<file path="config.mk">
export PLATFORM = sky130hd
export DESIGN_NAME = pad_draw_ctrl
export DESIGN_NICKNAME = d
export VERILOG_FILES = /design/src/rtl/pad_draw_ctrl.sv
export SDC_FILE = /design/constraint.sdc
export NUM_CORES = 1
export LEC_CHECK = 0
export CORE_MARGIN = 3
export CORE_UTILIZATION = 55
export DETAILED_ROUTE_END_ITERATION = 6
export MAX_ROUTING_LAYER = met4
export PLACE_DENSITY_LB_ADDON = 0.2
export SYNTH_ARGS = -nofsm -noshare
export SYNTH_HDL_FRONTEND = slang
export SYNTH_SLANG_ARGS = --single-unit
</file>
<file path="constraint.sdc">
create_clock -name clock -period 3.7 [get_ports clock]
set_input_delay 0.74 -clock clock [delete_from_list [all_inputs] [get_ports clock]]
set_output_delay 0.74 -clock clock [all_outputs]
set_load 0.005 [all_outputs]
</file>
<file path="src/rtl/pad_draw_ctrl.sv">
`default_nettype none
// ============================================================================
// Module   : pad_draw_ctrl
// Brief    : Rasterises NUM_PADS square pads into a framebuffer pixel port and
//            performs timed highlight/restore redraws. Optional macro
//            PAD_BORDER_EN draws each pad's outer ring in BORDER_COLOR.
// Revision : 1.0 - initial release
// ============================================================================
module pad_draw_ctrl #(
    parameter int         NUM_PADS     = 4,
    parameter int         PAD_SIZE     = 8,
    parameter int         PAD_GAP      = 4,
    parameter int         ORIGIN_X     = 16,
    parameter int         ORIGIN_Y     = 40,
    parameter int         XW           = 8,
    parameter int         YW           = 7,
    parameter int         IDXW         = 2,
    parameter int         HOLD_CYCLES  = 1000,
    parameter logic [2:0] BASE_COLOR   = 3'b111,
    parameter logic [2:0] HL_COLOR     = 3'b010,
    parameter logic [2:0] BORDER_COLOR = 3'b001
) (
    input  logic            clock,
    input  logic            reset_n,
    input  logic            hl_req,
    input  logic [IDXW-1:0] hl_pad,
    output logic            hl_busy,
    output logic            init_done,
    output logic [XW-1:0]   out_x,
    output logic [YW-1:0]   out_y,
    output logic [2:0]      out_color,
    output logic            plot
);

    localparam int c_pw    = (PAD_SIZE > 2) ? $clog2(PAD_SIZE) : 1;
    localparam int c_pitch = PAD_SIZE + PAD_GAP;
    localparam int c_hw    = (HOLD_CYCLES > 1) ? $clog2(HOLD_CYCLES) : 1;
    localparam int c_pix_w = XW + YW + 3;

    localparam logic [c_pw-1:0] c_last_px   = c_pw'(PAD_SIZE - 1);
    localparam logic [IDXW-1:0] c_last_pad  = IDXW'(NUM_PADS - 1);
    localparam logic [IDXW:0]   c_num_pads  = (IDXW+1)'(NUM_PADS);
    localparam logic [c_hw-1:0] c_hold_load = c_hw'((HOLD_CYCLES > 0) ? HOLD_CYCLES - 1 : 0);

`ifdef PAD_BORDER_EN
    localparam bit c_border_en = 1'b1;
`else
    localparam bit c_border_en = 1'b0;
`endif

    // Layout sanity: every pixel must be representable on the output port.
    generate
        if (ORIGIN_X + (NUM_PADS - 1) * c_pitch + PAD_SIZE > (1 << XW)) begin : g_x_overflow
            $error("pad_draw_ctrl: pad row exceeds the XW coordinate range");
        end
        if (ORIGIN_Y + PAD_SIZE > (1 << YW)) begin : g_y_overflow
            $error("pad_draw_ctrl: pad row exceeds the YW coordinate range");
        end
        if (NUM_PADS < 1 || NUM_PADS > (1 << IDXW)) begin : g_idx_range
            $error("pad_draw_ctrl: NUM_PADS must be 1..2**IDXW");
        end
        if (PAD_SIZE < 2) begin : g_size_range
            $error("pad_draw_ctrl: PAD_SIZE must be at least 2");
        end
    endgenerate

    typedef enum logic [2:0] {
        INIT_DRAW  = 3'd0,
        READY      = 3'd1,
        HL_DRAW    = 3'd2,
        HL_HOLD    = 3'd3,
        HL_RESTORE = 3'd4
    } state_t;

    state_t               r_state;
    logic [c_pw-1:0]      r_px;
    logic [c_pw-1:0]      r_py;
    logic [IDXW-1:0]      r_pad;
    logic [c_hw-1:0]      r_hold;
    logic [c_pix_w-1:0]   r_pix;
    logic                 r_plot;
    logic                 r_busy;
    logic                 r_init_done;

    logic                 w_px_last;
    logic                 w_pix_last;
    logic [c_pw-1:0]      w_adv_px;
    logic [c_pw-1:0]      w_adv_py;
    logic [IDXW-1:0]      w_adv_pad;
    logic                 w_req_ok;

    // Raster successor of the pixel currently on the port; pad steps only in the init sweep.
    always_comb begin
        w_px_last  = (r_px == c_last_px);
        w_pix_last = w_px_last && (r_py == c_last_px);
        w_adv_px   = w_px_last ? '0 : r_px + 1'b1;
        w_adv_py   = w_px_last ? (w_pix_last ? '0 : r_py + 1'b1) : r_py;
        w_adv_pad  = w_pix_last ? r_pad + 1'b1 : r_pad;
        w_req_ok   = hl_req && ({1'b0, hl_pad} < c_num_pads);
    end

    // Low bits of modular arithmetic equal the low bits of the full-precision sum.
    function automatic logic [c_pix_w-1:0] f_pix(input logic [IDXW-1:0] pad,
                                                 input logic [c_pw-1:0] px,
                                                 input logic [c_pw-1:0] py,
                                                 input logic [2:0]      fill);
        logic [XW-1:0] x;
        logic [YW-1:0] y;
        logic          border;
        x      = XW'(ORIGIN_X) + XW'(c_pitch) * XW'(pad) + XW'(px);
        y      = YW'(ORIGIN_Y) + YW'(py);
        border = c_border_en && (px == '0 || px == c_last_px || py == '0 || py == c_last_px);
        return {x, y, border ? BORDER_COLOR : fill};
    endfunction

    always_ff @(posedge clock or negedge reset_n) begin
        if (!reset_n) begin
            r_state     <= INIT_DRAW;
            r_px        <= '0;
            r_py        <= '0;
            r_pad       <= '0;
            r_hold      <= '0;
            r_pix       <= '0;
            r_plot      <= 1'b0;
            r_busy      <= 1'b1;
            r_init_done <= 1'b0;
        end else begin
            unique case (r_state)
                INIT_DRAW: begin
                    if (!r_plot) begin
                        r_pix  <= f_pix(r_pad, r_px, r_py, BASE_COLOR);
                        r_plot <= 1'b1;
                    end else if (w_pix_last && r_pad == c_last_pad) begin
                        r_state     <= READY;
                        r_plot      <= 1'b0;
                        r_busy      <= 1'b0;
                        r_init_done <= 1'b1;
                    end else begin
                        r_px  <= w_adv_px;
                        r_py  <= w_adv_py;
                        r_pad <= w_adv_pad;
                        r_pix <= f_pix(w_adv_pad, w_adv_px, w_adv_py, BASE_COLOR);
                    end
                end
                READY: begin
                    if (w_req_ok) begin
                        r_state <= HL_DRAW;
                        r_pad   <= hl_pad;
                        r_px    <= '0;
                        r_py    <= '0;
                        r_pix   <= f_pix(hl_pad, '0, '0, HL_COLOR);
                        r_plot  <= 1'b1;
                        r_busy  <= 1'b1;
                    end else begin
                        r_plot  <= 1'b0;
                    end
                end
                HL_DRAW: begin
                    if (w_pix_last) begin
                        r_px <= '0;
                        r_py <= '0;
                        if (HOLD_CYCLES == 0) begin
                            r_state <= HL_RESTORE;
                            r_pix   <= f_pix(r_pad, '0, '0, BASE_COLOR);
                        end else begin
                            r_state <= HL_HOLD;
                            r_hold  <= c_hold_load;
                            r_plot  <= 1'b0;
                        end
                    end else begin
                        r_px  <= w_adv_px;
                        r_py  <= w_adv_py;
                        r_pix <= f_pix(r_pad, w_adv_px, w_adv_py, HL_COLOR);
                    end
                end
                HL_HOLD: begin
                    if (r_hold == '0) begin
                        r_state <= HL_RESTORE;
                        r_pix   <= f_pix(r_pad, r_px, r_py, BASE_COLOR);
                        r_plot  <= 1'b1;
                    end else begin
                        r_hold  <= r_hold - 1'b1;
                    end
                end
                HL_RESTORE: begin
                    if (w_pix_last) begin
                        r_state <= READY;
                        r_plot  <= 1'b0;
                        r_busy  <= 1'b0;
                    end else begin
                        r_px  <= w_adv_px;
                        r_py  <= w_adv_py;
                        r_pix <= f_pix(r_pad, w_adv_px, w_adv_py, BASE_COLOR);
                    end
                end
                default: begin
                    r_state <= INIT_DRAW;
                    r_plot  <= 1'b0;
                    r_busy  <= 1'b1;
                end
            endcase
        end
    end

    assign out_x     = r_pix[c_pix_w-1 -: XW];
    assign out_y     = r_pix[3 +: YW];
    assign out_color = r_pix[2:0];
    assign plot      = r_plot;
    assign hl_busy   = r_busy;
    assign init_done = r_init_done;

endmodule
`default_nettype wire

</file>
==> out/metrics.yaml, run 1 <==
run_status:
  outcome: "completed"
global_routing:
  grt_antenna_before_repair: 0
  grt_resource_usage_total_pct: 23.6
  grt_first_pass_wirelength_um: 11200
  grt_pass1_vias: 2288
  grt_start_max_net_pins: 38
  globalRouteOverflowTotal: 0
final_layout:
  fillerInstances: 450
  postLayoutCellArea_mm2: 0.00320
  layout.nets: 355
  post_route_cells_drive_above_1_share_pct: 10.3
  final-seq-area_um2: 927
  layout-area-overhead-vs-synth_pct: 9.50
  stdcell_count: 398
  multi_input_area_mm2: 0.00177
  antenna_cells_inserted: 0
pwr:
  power_density_mw_per_mm2: 266
  sequentialPowerShare_pct: 47.4
  clockPowerShare_pct: 50.8
  cell_internal_pwr_uw: 680
  leakagePower_uw: 0.00147
  power_frac_comb_pct: 1.8
  swShare_pct: 20.3
  power.total_uw: 853
  max-vdd-ir-drop_uv: 156
  p_sw_uw: 173
yosys:
  synth.largest_area_cell: "sky130_fd_sc_hd__dfrtp_1"
  netlist-cell-type-count: 72
  netlist_instances: 321
  synth-async-reset-ratio_pct: 100
  yosysWarnings: 0
  dominantRegCellSynth: "sky130_fd_sc_hd__dfrtp_1"
  yosys-top-cells-area: "sky130_fd_sc_hd__dfrtp_1 (31%), sky130_fd_sc_hd__ha_1 (8.6%), sky130_fd_sc_hd__nand2_1 (4.0%)"
  synthMostInstantiatedCell: "sky130_fd_sc_hd__dfrtp_1"
  flip_flop_and_latch_count_after_synthesis: 37
  post_synth_instance_area_mm2: 0.00293
  yosysTopAreaCellShare_pct: 30.8
  part_of_the_yosys_area_used_for_sequential_elements_pct: 31.7
  synth_edf_count: 0
  postSynthAreaPerCell_um2: 9.11
  ranking_of_synthesized_cells_by_instance_count: "sky130_fd_sc_hd__dfrtp_1 (36), sky130_fd_sc_hd__nand2_1 (31), sky130_fd_sc_hd__ha_1 (20), sky130_fd_sc_hd__nor2_1 (20), sky130_fd_sc_hd__o21ai_0 (20)"
placement:
  place.gp.congestion: 0.918
  place_hpwl_um: 4760
  post-place-cells: 390
  numPortBuffers: 23
  dpl_cell_area_mm2: 0.00307
sta:
  final.setup_skew_ns: 0.00748
  worst-slew-pin-transition_ns: 0.903
  final.period_utilization_pct: 82.1
  maxClockFrequency_ghz: 0.329
  finalCriticalPeriod_ns: 3.04
  rsz_0062_raised_after_global_routing: "no"
  final-hold-violation-count: 0
  timing.max_slew.rel_slack_pct: 39.8
  final_count_of_negative_setup_slack_endpoints: 0
  final_count_of_pins_violating_max_slew: 0
  setup_total_negative_slack_ns: 0
critical_path:
  worst_ep_arrival_time_ns: 3.22
  cp_num_buf_inv: 2
  path_delay_family: "adder cells"
  critical-path-slowest-cell: "sky130_fd_sc_hd__dfrtp_1"
  series_of_cell_instances_along_the_critical_path: "inv_1, ha_1, inv_1, nand2_1, o21ai_0, ha_1, ha_1, mux2i_1, nor2_1, a2111oi_0, o31ai_2"
  startpoint_type: "flop"
  timing.critical_path.required_ns: 3.88
  timing.critical_path.fanout_max: 13
  timing_worst_setup_path_type: "reg -> reg"
  crit_path_max_incr_delay_ns: 0.59
  worstSetupEndpointType: "flop"
  crit_path_frequent_cell: "sky130_fd_sc_hd__ha_1"
detailed_routing:
  drt_first_iter_violations: 121
  route.final.wire_length_um: 6430
  count_of_nets_left_with_antenna_violations_after_detail_routing: 0
  wire_per_inst_um: 16.2
  avgViaCountPerCell: 5.85
  route.vias.total: 2328
  dr.pass1.iters: 4
  drc: 0
floorplan:
  initial_utilization_pct: 59.2
  std_cell_rows: 25
  die_w_um: 78.9
  io-pin-count: 26
  die_h_um: 78.9
  die-area_mm2: 0.00623
  core_area_mm2: 0.00494
clock_tree:
  cts.repair_timing.setup_buffer_count: 0
  count_of_cells_resized_by_post_cts_repair: 0
  cts_made_buffers: 5
  h-tree-depth: 2
  clock_sinks: 37
  cts-root-buf: "sky130_fd_sc_hd__clkbuf_8"
  clock_tree.buffer_depth: 2
  clkTransAtPathRegs_ns: 0.08
  cts_tree: "built"
  cts-hold-fix-buffers: 0
  worst_skew_pair_later_pin_latency_ns: 0.30
min_path:
  holdCritPathClass: "reg -> reg"
flow_run:
  maxCapViolCount: 0
## cell usage in the layout, fill, tap and decap left out, types with 6 or more instances in the layout
cell	synthesis	layout
sky130_fd_sc_hd__ha_1	20	20
sky130_fd_sc_hd__clkdlybuf4s50_1	0	22
sky130_fd_sc_hd__xor2_1	7	7
sky130_fd_sc_hd__mux2i_1	6	6
sky130_fd_sc_hd__inv_1	13	13
sky130_fd_sc_hd__nor3_1	6	6
sky130_fd_sc_hd__nand2_1	31	31
sky130_fd_sc_hd__a211oi_1	6	6
sky130_fd_sc_hd__o21ai_0	20	20
sky130_fd_sc_hd__nand3_1	6	6
sky130_fd_sc_hd__xnor2_1	8	8
sky130_fd_sc_hd__a21oi_1	17	17
sky130_fd_sc_hd__or3_1	7	7
sky130_fd_sc_hd__nand2b_1	7	7
sky130_fd_sc_hd__nor2_1	20	20
sky130_fd_sc_hd__dfrtp_1	36	36
## final timing paths
| path | depth (start not counted) | from | slack, ns | end |
|---|---|---|---|---|
| setup / recovery | 11 | r_pad[0]$_DFFE_PN0P_ | 0.66 | r_pix[13]$_DFFE_PN0P_ |
| hold / removal | 2 | init_done$_DFFE_PN0P_ | 0.47 | init_done$_DFFE_PN0P_ |
| setup reg to reg | 11 | r_pad[0]$_DFFE_PN0P_ | 0.66 | r_pix[13]$_DFFE_PN0P_ |
| hold reg to reg | 2 | init_done$_DFFE_PN0P_ | 0.47 | init_done$_DFFE_PN0P_ |
| max in group asynchronous | 1 | reset_n | 2.65 | r_state[1]$_DFFE_PN0P_ |
| min in group asynchronous | 1 | reset_n | 0.51 | r_pix[13]$_DFFE_PN0P_ |
## flip-flops by register name, summed over array words and instances (netlist names)
| signal | flops |
|---|---|
| r_pad | 2 |
| r_hold | 10 |
| r_state | 3 |
| plot | 1 |
| hl_busy | 1 |
| r_pix | 13 |
| r_py | 3 |
| r_px | 3 |
| init_done | 1 |
## stage by stage
step / worst slack [ns] / hold WS (ns) / util (%)
floorplan: 0.947 / 0.444 / -
global placement: 0.745 / 0.450 / 62.0
detailed placement: 0.695 / 0.453 / 62.0
CTS: 0.653 / 0.473 / 64.8
global route: 0.382 / 0.513 / 64.8
finish: 0.661 / 0.468 / 64.8
## final cells by class
class / instances / area share, %
clock inverters: 3 / 2.15
inverters: 13 / 1.52
clock buffers: 5 / 2.15
repair buffers: 24 / 7.27
flip-flops and latches: 37 / 28.9
multi-input cells: 249 / 55.4
well taps: 67 / 2.62
## worst min-delay path: cells and delay by family (launching register included)
kind	cells	cell delay, ns
compound gates	1	0.05
flops	1	0.35
buf+inv	1	0.04
## cells by family (layout without fill, tap and decap cells)
family	Yosys count	count (layout)	synth area share, %
compound gates	90	90	21.6
xor+xnor	16	16	5.05
fa+ha+maj	20	20	8.55
buf+inv	36	45	7.83
flops	37	37	31.7
mux	10	10	3.72
other cells	1	2	0.128
simple gates	111	111	21.5
## power groups by stage
stage               Sequential [µW]  Clock (µW)  Combinational [µW]
finish                          404         433                15.4
global route                    404         459                18.5
CTS                             404         442                16.6
detailed placement              412           0                16.7
global placement                412           0                16.6
floorplan                       412           0                4.05
## per-layer routing
layer  track usage [%]  vias up  part of all wire [%]
met5                 -        -                     0
met3              3.74       14                   5.8
li1                  -     1169                     -
met4              7.39        0                   1.9
met1              32.5     1080                    48
met2              36.0       65                    44
Power figures use the tool's default switching activity.
==> inputs of run 2 (changes only) <==
- CORE_UTILIZATION: 55 -> 53
- clock period: 3.7 -> 2.52 ns (I/O delays scaled with it)
==> out/metrics.yaml, run 2 (synthesis gave the netlist of run 1 again) <==
final_layout:
  mostFrequentLayoutCell: "sky130_fd_sc_hd__dfrtp_1"
  layout-area-overhead-vs-synth_pct: 17.0
  layout.cells.most_common_list: "sky130_fd_sc_hd__dfrtp_1 (35), sky130_fd_sc_hd__nand2_1 (31), sky130_fd_sc_hd__clkdlybuf4s50_1 (22), sky130_fd_sc_hd__buf_4 (22), sky130_fd_sc_hd__nor2_1 (19)"
  largest_reg_flops: 13
  layout.nets: 376
  antenna_cells_inserted: 0
  post_route_cells_drive_above_1_share_pct: 18.8
  top_register: "r_pix"
  reg_top3: "r_pix x13, r_hold x10"
  stdcell_count: 421
sta:
  setup_slack_ns: 0.0322
  final.setup_skew_ns: 0.00230
  final_count_of_negative_setup_slack_endpoints: 0
  finalCriticalPeriod_ns: 2.49
  maxClockFrequency_ghz: 0.402
  timing.max_slew.rel_slack_pct: 44.6
  final-hold-violation-count: 0
  final_count_of_pins_violating_max_slew: 0
  worst-slew-pin-transition_ns: 0.831
  final.period_utilization_pct: 98.7
global_routing:
  grt_pass1_vias: 2378
  globalRouteOverflowTotal: 0
  grt_antenna_before_repair: 0
  grt_resource_usage_total_pct: 23.1
  grt_first_pass_wirelength_um: 11300
  grt_start_max_net_pins: 38
flow_run:
  maxCapViolCount: 0
clock_tree:
  cts-hold-fix-buffers: 0
  h-tree-depth: 2
  cts_made_buffers: 5
  worst_skew_pair_later_pin_latency_ns: 0.29
  clock_sinks: 37
  cts_tree: "built"
  clock_tree.buffer_depth: 2
  clkTransAtPathRegs_ns: 0.07
  cts-root-buf: "sky130_fd_sc_hd__clkbuf_8"
pwr:
  leakagePower_uw: 0.00157
  sequentialPowerShare_pct: 53.1
  power_frac_comb_pct: 2.1
  clockPowerShare_pct: 44.8
  cell_internal_pwr_uw: 888
  max-vdd-ir-drop_uv: 251
  swShare_pct: 20.6
  p_sw_uw: 230
  power_density_mw_per_mm2: 326
floorplan:
  io-pin-count: 26
  die_h_um: 80.3
  die_w_um: 80.3
  core_area_mm2: 0.00524
  die-area_mm2: 0.00645
  std_cell_rows: 26
  initial_utilization_pct: 55.9
run_status:
  outcome: "completed"
critical_path:
  timing.critical_path.fanout_max: 6
  timing_worst_setup_path_type: "reg -> reg"
  crit_path_max_incr_delay_ns: 0.38
  worst_ep_arrival_time_ns: 2.66
  critical-path-slowest-cell: "sky130_fd_sc_hd__dfrtp_1"
  startpoint_type: "flop"
  worstSetupEndpointType: "flop"
  series_of_cell_instances_along_the_critical_path: "ha_2, ha_4, and3_4, xnor2_2, ha_1, mux2_4, mux2_2, a22o_1, a21oi_2, o21ai_1"
  timing.critical_path.required_ns: 2.69
detailed_routing:
  drt_first_iter_violations: 288
  wire_per_inst_um: 16.1
  dr.pass1.iters: 5
  count_of_nets_left_with_antenna_violations_after_detail_routing: 0
  route.final.wire_length_um: 6780
  avgViaCountPerCell: 5.87
  route.vias.total: 2470
  drc: 0
placement:
  place.gp.congestion: 0.958
  post-place-cells: 413
  numPortBuffers: 23
  place_worst_setup_slack_ns: -0.0906
  place_hpwl_um: 4880
min_path:
  holdCritPathClass: "in -> async"
[run 2: changes by cell type in the layout (fill, tap and decap cells not counted), moves of 2 or more]
| cell | previous run | this run |
|---|---|---|
| sky130_fd_sc_hd__o21ai_1 | 4 | 6 |
| sky130_fd_sc_hd__xnor2_1 | 8 | 6 |
| sky130_fd_sc_hd__ha_4 | 0 | 2 |
| sky130_fd_sc_hd__o21ai_0 | 20 | 18 |
| sky130_fd_sc_hd__ha_2 | 0 | 2 |
| sky130_fd_sc_hd__xnor2_2 | 1 | 3 |
| sky130_fd_sc_hd__buf_4 | 1 | 22 |
| sky130_fd_sc_hd__ha_1 | 20 | 16 |
[run 2: power by group through the flow]
| stage | registers [µW] | logic (µW) | clock network, µW |
|---|---|---|---|
| after global routing | 593 | 27.6 | 546 |
| after detailed placement | 605 | 24.6 | 0 |
| after floorplan | 605 | 5.95 | 0 |
| final | 593 | 23.3 | 501 |
| after CTS | 593 | 24.7 | 518 |
| after global placement | 605 | 24.3 | 0 |
[run 2: final cells by class]
class / instances / area (µm²)
Inverter: 13 / 48.8
Multi-Input combinational cell: 249 / 1860
Tap cell: 70 / 87.6
Timing Repair Buffer: 45 / 390
Fill cell: 428 / 1810
Sequential cell: 37 / 928
Clock buffer: 5 / 68.8
Clock inverter: 2 / 35.0
[run 2: critical path: cells and delay by family (launching register included)]
family	cells	cell delay [ns]
AND/OR/NAND/NOR	1	0.20
adder cells (fa/ha/maj)	3	0.64
AO/OA/AOI/OAI	3	0.46
flip-flops	1	0.38
XOR/XNOR	1	0.14
multiplexers	2	0.55
[run 2: path summary, 6_finish.rpt]
kind / startpoint / to / slack, ns / depth (start not counted)
max: r_py[0]$_DFFE_PN0P_ / r_pix[12]$_DFFE_PN0P_ / 0.03 / 10
min: reset_n / r_pix[16]$_DFFE_PN0P_ / 0.31 / 1
max reg2reg: r_py[0]$_DFFE_PN0P_ / r_pix[12]$_DFFE_PN0P_ / 0.03 / 10
min reg2reg: init_done$_DFFE_PN0P_ / init_done$_DFFE_PN0P_ / 0.48 / 2
max in group asynchronous: reset_n / r_pad[0]$_DFFE_PN0P_ / 1.65 / 1
min in group clock: init_done$_DFFE_PN0P_ / init_done$_DFFE_PN0P_ / 0.48 / 2
[run 2: per-stage QoR]
stage / util [%] / power (µW) / setup TNS [ns] / hold WS, ns / area, µm²
global placement: 61.9 / 629 / -0.0139 / 0.461 / 3240
CTS: 64.0 / 1140 / 0 / 0.346 / 3350
detailed placement: 61.9 / 630 / -0.102 / 0.462 / 3240
finish: 65.4 / 1120 / 0 / 0.307 / 3420
floorplan: - / 611 / 0 / 0.208 / 2950
global route: 65.4 / 1170 / -0.0725 / 0.374 / 3420
[run 2: routing by layer]
metal  part of all wire [%]  vias up  track usage, %  wire, µm
met4                    2.6        0            10.3       178
met1                     46     1146            31.8      3120
met3                    5.8       24            3.70       396
li1                       -     1207               -         -
met2                     46       93            33.6      3090
met5                      0        -               -         0
[run 2: repair_timing]
item                       4_1_cts  5_1_grt
pin swaps                        1        8
resized for setup                3       11
setup endpoints to repair        2        3
buffers inserted                 0        1
==> inputs of run 3 (changes only) <==
- CORE_UTILIZATION: 53 -> 55
- GPL_ROUTABILITY_DRIVEN: not set -> 0
- clock period: 2.52 -> 3 ns (I/O delays scaled with it)
==> out/metrics.yaml, run 3 (synthesis gave the netlist of run 1 again) <==
global_routing:
  grt_pass1_vias: 2317
  busiest_layer: "met2"
  globalRouteMet3Util_pct: 3.29
  grt_first_pass_wirelength_um: 10800
  groute.layer.met2.usage_pct: 32.9
  grt_antenna_before_repair: 0
  grt_resource_usage_total_pct: 22.1
  globalRouteMet1Util_pct: 31.5
  globalRouteOverflowTotal: 0
  grt_start_max_net_pins: 38
placement:
  place_worst_setup_slack_ns: 0.0748
  numPortBuffers: 23
  dpl_cell_area_mm2: 0.00313
  post-place-cells: 398
  place_hpwl_um: 4730
pwr:
  leakagePower_uw: 0.00149
  power_density_mw_per_mm2: 294
  max-vdd-ir-drop_uv: 230
final_layout:
  mostFrequentLayoutCell: "sky130_fd_sc_hd__dfrtp_1"
  largest_reg_flops: 13
  post_route_cells_drive_above_1_share_pct: 13.0
  antenna_cells_inserted: 0
  layout.nets: 363
  stdcell_count: 406
  reg_top3: "r_pix x13, r_hold x10"
  postLayoutCellArea_mm2: 0.00325
  top_register: "r_pix"
  layout.cells.most_common_list: "sky130_fd_sc_hd__dfrtp_1 (36), sky130_fd_sc_hd__nand2_1 (31), sky130_fd_sc_hd__clkdlybuf4s50_1 (22)"
  layout-area-overhead-vs-synth_pct: 11.1
floorplan:
  die-area_mm2: 0.00623
  std_cell_rows: 25
  die_h_um: 78.9
  core_area_mm2: 0.00494
  initial_utilization_pct: 59.2
  die_w_um: 78.9
  io-pin-count: 26
detailed_routing:
  avgViaCountPerCell: 5.99
  wire_per_inst_um: 15.7
  drc: 0
  route.final.wire_length_um: 6390
  count_of_nets_left_with_antenna_violations_after_detail_routing: 0
  drt_first_iter_violations: 272
  route.vias.total: 2433
  dr.pass1.iters: 5
critical_path:
  startpoint_type: "flop"
  timing.critical_path.fanout_max: 8
  worstReg2RegStart: "r_py[0]$_DFFE_PN0P_"
  worst_ep_arrival_time_ns: 3.02
  timing_worst_setup_path_type: "reg -> reg"
  worstSetupEndpointType: "flop"
  timing.critical_path.required_ns: 3.17
  timing.critical_path.from: "r_py[0]$_DFFE_PN0P_"
sta:
  setup_slack_ns: 0.146
  final.setup_skew_ns: 0.00849
  setup_total_negative_slack_ns: 0
  worst-slew-pin-transition_ns: 0.844
  final_count_of_pins_violating_max_slew: 0
  timing.max_slew.rel_slack_pct: 43.8
  final-hold-violation-count: 0
  final.period_utilization_pct: 95.1
  finalCriticalPeriod_ns: 2.85
  final_count_of_negative_setup_slack_endpoints: 0
  maxClockFrequency_ghz: 0.350
min_path:
  holdCritPathClass: "in -> async"
run_status:
  outcome: "completed"
clock_tree:
  cts_tree: "built"
  h-tree-depth: 2
  cts_made_buffers: 5
  cts.repair_timing.setup_buffer_count: 0
  clkTransAtPathRegs_ns: 0.08
  cts-root-buf: "sky130_fd_sc_hd__clkbuf_8"
  clock_tree.buffer_depth: 2
  clock_sinks: 37
  worst_skew_pair_later_pin_latency_ns: 0.29
flow_run:
  maxCapViolCount: 0
run 3: cell type report:
type	count	area, µm²
Clock buffer	5	68.8
Clock inverter	3	46.3
Fill cell	433	1690
Inverter	13	48.8
Multi-Input combinational cell	249	1780
Sequential cell	37	927
Tap cell	67	83.8
Timing Repair Buffer	32	293
run 3: what timing repair did:
| action | CTS | global route |
|---|---|---|
| gates resized for setup | 0 | 3 |
| hold buffers | 0 | 0 |
| setup endpoints to repair | 0 | 1 |
run 3: final timing paths:
check / end / slack, ns / depth (start not counted)
hold / removal: r_pix[14]$_DFFE_PN0P_ / 0.40 / 1
setup reg to reg: r_pix[13]$_DFFE_PN0P_ / 0.15 / 11
min in group clock: init_done$_DFFE_PN0P_ / 0.47 / 2
max in group asynchronous: r_state[0]$_DFFE_PN0P_ / 2.05 / 1
setup / recovery: r_pix[13]$_DFFE_PN0P_ / 0.15 / 11
hold reg to reg: init_done$_DFFE_PN0P_ / 0.47 / 2
run 3: report_power, final:
group	switching, µW	leakage (µW)	internal, µW
logic	13.8	0.000974	5.49
clock network	189	0.0000543	249
registers	0	0.000464	498
total	203	0.00149	753
run 3: critical path: stages, from the launching register on:
cell and delay, ns:
sky130_fd_sc_hd__dfrtp_1 0.41, sky130_fd_sc_hd__ha_1 0.21, sky130_fd_sc_hd__ha_1 0.19, sky130_fd_sc_hd__and3_1 0.28, sky130_fd_sc_hd__nand2_1 0.11, sky130_fd_sc_hd__o21ai_0 0.11, sky130_fd_sc_hd__ha_1 0.32, sky130_fd_sc_hd__ha_1 0.30
sky130_fd_sc_hd__mux2i_2 0.23, sky130_fd_sc_hd__nor2_1 0.09, sky130_fd_sc_hd__a2111oi_2 0.38, sky130_fd_sc_hd__o31ai_2 0.10
run 3: per-stage QoR:
stage	hold slack, ns	utilization (%)	power, µW
after floorplan	0.304	-	513
after global placement	0.460	63.2	528
after detailed placement	0.465	63.2	528
after CTS	0.441	65.6	969
after global routing	0.464	65.8	997
final	0.404	65.8	956
run 3: metal layers:
layer	wire length (µm)	up-vias
met5	0	-
met1	2980	1153
met2	2890	90
met4	82	0
met3	426	7
li1	-	1183
